`config.mk`:
```
export PLATFORM = sky130hd
export DESIGN_NAME = upcount_mod
export DESIGN_NICKNAME = d
export VERILOG_FILES = /design/src/rtl/upcount_pkg.sv /design/src/rtl/upcount_sat_counter.sv /design/src/rtl/upcount_mod.sv
export SDC_FILE = /design/constraint.sdc
export NUM_CORES = 1
export LEC_CHECK = 0
export CELL_PAD_IN_SITES_DETAIL_PLACEMENT = 1
export CELL_PAD_IN_SITES_GLOBAL_PLACEMENT = 2
export CORE_UTILIZATION = 27
export CTS_CLUSTER_SIZE = 30
export DETAILED_ROUTE_END_ITERATION = 8
export GPL_ROUTABILITY_DRIVEN = 0
export GPL_TIMING_DRIVEN = 1
export PLACE_DENSITY_LB_ADDON = 0.1
export SLEW_MARGIN = 20
export SYNTH_ARGS = -nofsm -noshare
export SYNTH_HDL_FRONTEND = slang
export SYNTH_SLANG_ARGS = --single-unit
```
`constraint.sdc`:
```
create_clock -name clk -period 2.9 [get_ports clk]
set_input_delay 0.725 -clock clk [delete_from_list [all_inputs] [get_ports clk]]
set_output_delay 0.725 -clock clk [all_outputs]
set_load 0.005 [all_outputs]
```
`src/rtl/upcount_pkg.sv`:
```
// upcount_pkg: shared defaults and mode encodings for upcount_mod.
//   CNT_W_DEF  : default width of count/preset_val/limit
//   WRAP_W_DEF : default width of the saturating wrap counter
//   MODE_BIN   : binary counting, modulo 2^CNT_W
//   MODE_MOD   : modulo counting, modulo limit_q+1
package upcount_pkg;
    localparam int CNT_W_DEF  = 5;
    localparam int WRAP_W_DEF = 8;
    localparam logic MODE_BIN = 1'b0;
    localparam logic MODE_MOD = 1'b1;
endpackage

```
`src/rtl/upcount_sat_counter.sv`:
```
// sat_counter: up-counter that sticks at its all-ones maximum.
//   clk   : rising-edge clock
//   reset : synchronous active-high clear
//   inc   : advance by one unless already saturated
//   value : current count
module sat_counter #(
    parameter int WIDTH = 8
) (
    input  logic             clk,
    input  logic             reset,
    input  logic             inc,
    output logic [WIDTH-1:0] value
);
    always_ff @(posedge clk)
        value <= reset ? '0 : (inc && value != '1) ? value + WIDTH'(1) : value;
endmodule

```
`src/rtl/upcount_mod.sv`:
```
// upcount_mod: presettable up-counter with binary/modulo modes and wrap tracking.
//   clk        : rising-edge clock
//   reset      : synchronous active-high reset
//   preset     : load count from preset_val and capture limit
//   preset_val : value loaded into count on preset
//   limit      : terminal value for modulo mode, captured on preset
//   mode       : MODE_BIN or MODE_MOD
//   en         : count enable
//   count      : registered counter value
//   tc         : count at (or beyond) the terminal value
//   wrap       : one-cycle pulse coinciding with count returning to 0
//   wrap_cnt   : saturating number of wraps since reset
module upcount_mod
    import upcount_pkg::*;
#(
    parameter int CNT_W  = CNT_W_DEF,
    parameter int WRAP_W = WRAP_W_DEF
) (
    input  logic              clk,
    input  logic              reset,
    input  logic              preset,
    input  logic [CNT_W-1:0]  preset_val,
    input  logic [CNT_W-1:0]  limit,
    input  logic              mode,
    input  logic              en,
    output logic [CNT_W-1:0]  count,
    output logic              tc,
    output logic              wrap,
    output logic [WRAP_W-1:0] wrap_cnt
);
    logic [CNT_W-1:0] limit_q;
    logic [CNT_W-1:0] term;
    // >= rather than == so a preset above limit_q still wraps; in binary mode
    // term is all ones, so this reduces to equality.
    assign term = (mode == MODE_MOD) ? limit_q : '1;
    assign tc   = count >= term;
    always_ff @(posedge clk) begin
        if (reset) begin
            count   <= '0;
            limit_q <= '1;
            wrap    <= 1'b0;
        end else if (preset) begin
            count   <= preset_val;
            limit_q <= limit;
            wrap    <= 1'b0;
        end else begin
            count <= en ? (tc ? '0 : count + CNT_W'(1)) : count;
            wrap  <= en && tc;
        end
    end
    sat_counter #(.WIDTH(WRAP_W)) u_wrap_cnt (
        .clk   (clk),
        .reset (reset),
        .inc   (!preset && en && tc),
        .value (wrap_cnt)
    );
endmodule
```
==> key figures <==
Outcome
  • Status: finished clean

Detailed routing
  • Wire length per cell: 13.2 um
  • Routed wl met2: 1.18 mm
  • Post-DRT Antenna Nets: 0
  • Metal-1 WL: 1.28 mm
  • Met3 wire length: 102 um
  • DR DRC count: 0
  • Top Layer Used: met4
  • Vias: 946
  • Iteration-0 DRC Markers: 16
  • Drt pass-1 iters: 4
  • Routed vias/inst: 4.83
  • WL final: 2.58 mm

Setup path
  • Worst Path Class, Setup: primary input to output pin
  • Critical path endpoint category: output pin
  • Worst R2R End: u_wrap_cnt.value[5]
  • Arr. time, crit path: 2.06 ns
  • Worst Path Max Fanout: 5
  • Worst Setup Start Kind: primary input
  • R2r worst-path depth: 9
  • CP required: 2.17 ns
  • R2R Path Start: count[0]
  • FF-to-FF setup slack: 0.69 ns

Synth
  • Leading area contributor after synthesis: dfxtp_1
  • Synth top cells by count: 19 x dfxtp_1, 13 x nor2b_1, 10 x a21oi_1, 7 x ha_1, 6 x nand3_1
  • Synth cell types: 31
  • Top cells by area, synth: dfxtp_1 37%, ha_1 8.4%, nor2b_1 7.8%
  • Share of Yosys cell area claimed by the top area cell type: 36.5%
  • Post-synth EDFFs: 0
  • Synthesized area per cell: 8.97 sq um
  • Ys flop type: dfxtp_1
  • Mapped cell area: 1040 sq um
  • Async SR Flop Fraction: 0%
  • Syn Inst Count: 116
  • Synthesis Warnings: 0
  • Synth Register Bits: 19
  • Post-synth net total: 138
  • Seq/Total Area, Yosys: 36.5%
  • Top-count cell post-synth: dfxtp_1

STA
  • Slew margin rel.: 82.0%
  • Measured slew at the worst slew-check pin: 0.268 ns
  • Fin Clk Skew: 0.00149 ns
  • Slew Limit Fails: 0
  • Final Hold Fails: 0
  • Final min period: 2.78 ns
  • Fmax: 360 MHz
  • Setup violations, final: 0
  • Setup WS post-layout: 0.120 ns
  • RSZ-0062 raised after global routing: no
  • Fin crit share: 95.9%

Pwr
  • Power Dens Cells: 379 nW/um^2
  • Static leakage power: 0.538 nW
  • Worst vdd ir: 0.000239 V

Floorplan
  • Die ar.: 4110 sq um
  • I/O Pins: 30
  • # rows: 22
  • Die height: 64.1 um
  • Core area: 3690 sq um
  • DIE WIDTH: 64.1 um
  • Starting Density: 28.2%

Layout
  • Layout cells sized above 1: 11.5%
  • Design Area, Final: 1450 sq um
  • Count of non-filler cells in the finished layout: 196
  • Fin nets: 171
  • Inserted Diodes: 0
  • Syn-to-layout area delta: 39.5%

Global route
  • Vias in the first global route: 914
  • Initial antenna violation count: 0
  • First-pass GRT wire length: 4.35 mm
  • Largest net degree at the start of global routing: 25
  • Total gr overflow: 0
  • Global Route Usage Sum: 13.8%

Clock network
  • Num CTS Buffers: 3
  • Hold Buf Count CTS: 0
  • Clk slew on worst S/H paths: 0.07 ns
  • Root buf cell: clkbuf_8
  • CTS tree: yes
  • Num Clock Sinks: 19
  • Clk Latency, worst-skew pair: 0.25 ns
  • CTS H-tree lvls: 1
  • CTS Buffer Depth: 2

Placed design
  • Place WS: -0.508 ns
  • Post-DP HPWL: 1.92 mm
  • Port Buffers: 29
  • Placed insts: 191
  • Placed cell area: 1390 sq um

Worst hold path
  • Min-delay worst type: flop to flop
  • Hold path depth: 2
  • Worst hold endpoint: u_wrap_cnt.value[6]
  • Hold Crit Start: u_wrap_cnt.value[6]

Flow run
  • # Max-Cap Violations: 0
-- layout by cell type, fill, tap and decap left out, drive strengths merged --
| cell | count |
|---|---|
| buf | 5 |
| a31oi | 1 |
| or4 | 4 |
| ha | 7 |
| o21bai | 1 |
| inv | 4 |
| xor2 | 2 |
| mux2i | 1 |
| o22ai | 5 |
| o31ai | 4 |
| dfxtp | 19 |
| o21ai | 1 |
| nor2b | 13 |
| a21oi | 10 |
| xnor2 | 1 |
| a211o | 5 |
| nand2b | 4 |
| clkbuf | 4 |
| clkdlybuf4s15 | 2 |
| nor3b | 4 |
| nand3 | 6 |
| and3 | 1 |
| mux2 | 3 |
| nand2 | 4 |
| nor2 | 5 |
| nor4 | 2 |
| nor3 | 2 |
| a21o | 1 |
| clkdlybuf4s50 | 27 |
-- stage by stage --
| step | hold WS, ns | utilization, % | TNS (ns) | total power [mW] |
|---|---|---|---|---|
| finish | 0.515 | 39.4 | 0 | 0.550 |
| floorplan | 0.489 | - | 0 | 0.329 |
| global placement | 0.496 | 37.7 | -0.514 | 0.373 |
| global route | 0.532 | 39.4 | 0 | 0.589 |
| detailed placement | 0.501 | 37.7 | -0.630 | 0.376 |
| CTS | 0.518 | 39.2 | 0 | 0.562 |
-- per-layer routing --
layer | up-vias | track usage, %
met2 | 20 | 21.4
li1 | 486 | -
met5 | - | 0
met4 | 0 | 2.50
met1 | 438 | 18.7
met3 | 2 | 4.46
-- worst max-delay path by stage --
| stage | startpoint | slack [ns] | endpoint | depth (start not counted) |
|---|---|---|---|---|
| 6_report | mode | 0.12 | tc | 8 |
| 5_1_grt | mode | 0.01 | tc | 8 |
| 4_1_cts | mode | 0.05 | tc | 8 |
| 3_5_place_dp | mode | -0.51 | tc | 8 |
| 3_3_place_gp | mode | -0.47 | tc | 8 |
| 2_1_floorplan | mode | 0.35 | tc | 7 |
-- registers in the layout, indices dropped and copies added, names as in the netlist --
name / flops
wrap: 1
count: 5
u_wrap_cnt.value: 8
limit_q: 5
-- worst max-delay path, stage by stage --
cell	delay (ns)
clkdlybuf4s15_2	0.20
nor2b_2	0.15
ha_1	0.29
a21oi_1	0.15
o21ai_1	0.09
a31oi_2	0.17
inv_1	0.08
clkdlybuf4s15_1	0.20
-- cell type report --
class / count / area (sq um)
clock buffers: 4 / 45.0
fillers: 445 / 2240
inverters: 4 / 15.0
multi-input cells: 87 / 623
flip-flops and latches: 19 / 380
well taps: 48 / 60.1
repair buffers: 34 / 329
-- report_power, final --
group          total, mW  internal (mW)  switching (mW)
registers          0.280          0.271         0.00918
clock network      0.180         0.0974          0.0823
logic             0.0900         0.0523          0.0377
-- cells by family after synthesis --
logic type / count (synthesis) / share of synthesized area, %
compound gates: 28 / 18.5
fa+ha+maj: 7 / 8.41
buf+inv: 10 / 4.45
flops: 19 / 36.5
simple gates: 45 / 25.4
mux: 4 / 4.21
xor+xnor: 3 / 2.52
-- what timing repair did --
action                     CTS  global route
setup endpoints to repair    1             1
buffers inserted             1             0
resized for setup            6             1
pin swaps                    2             0
Power figures use the tool's default switching activity.
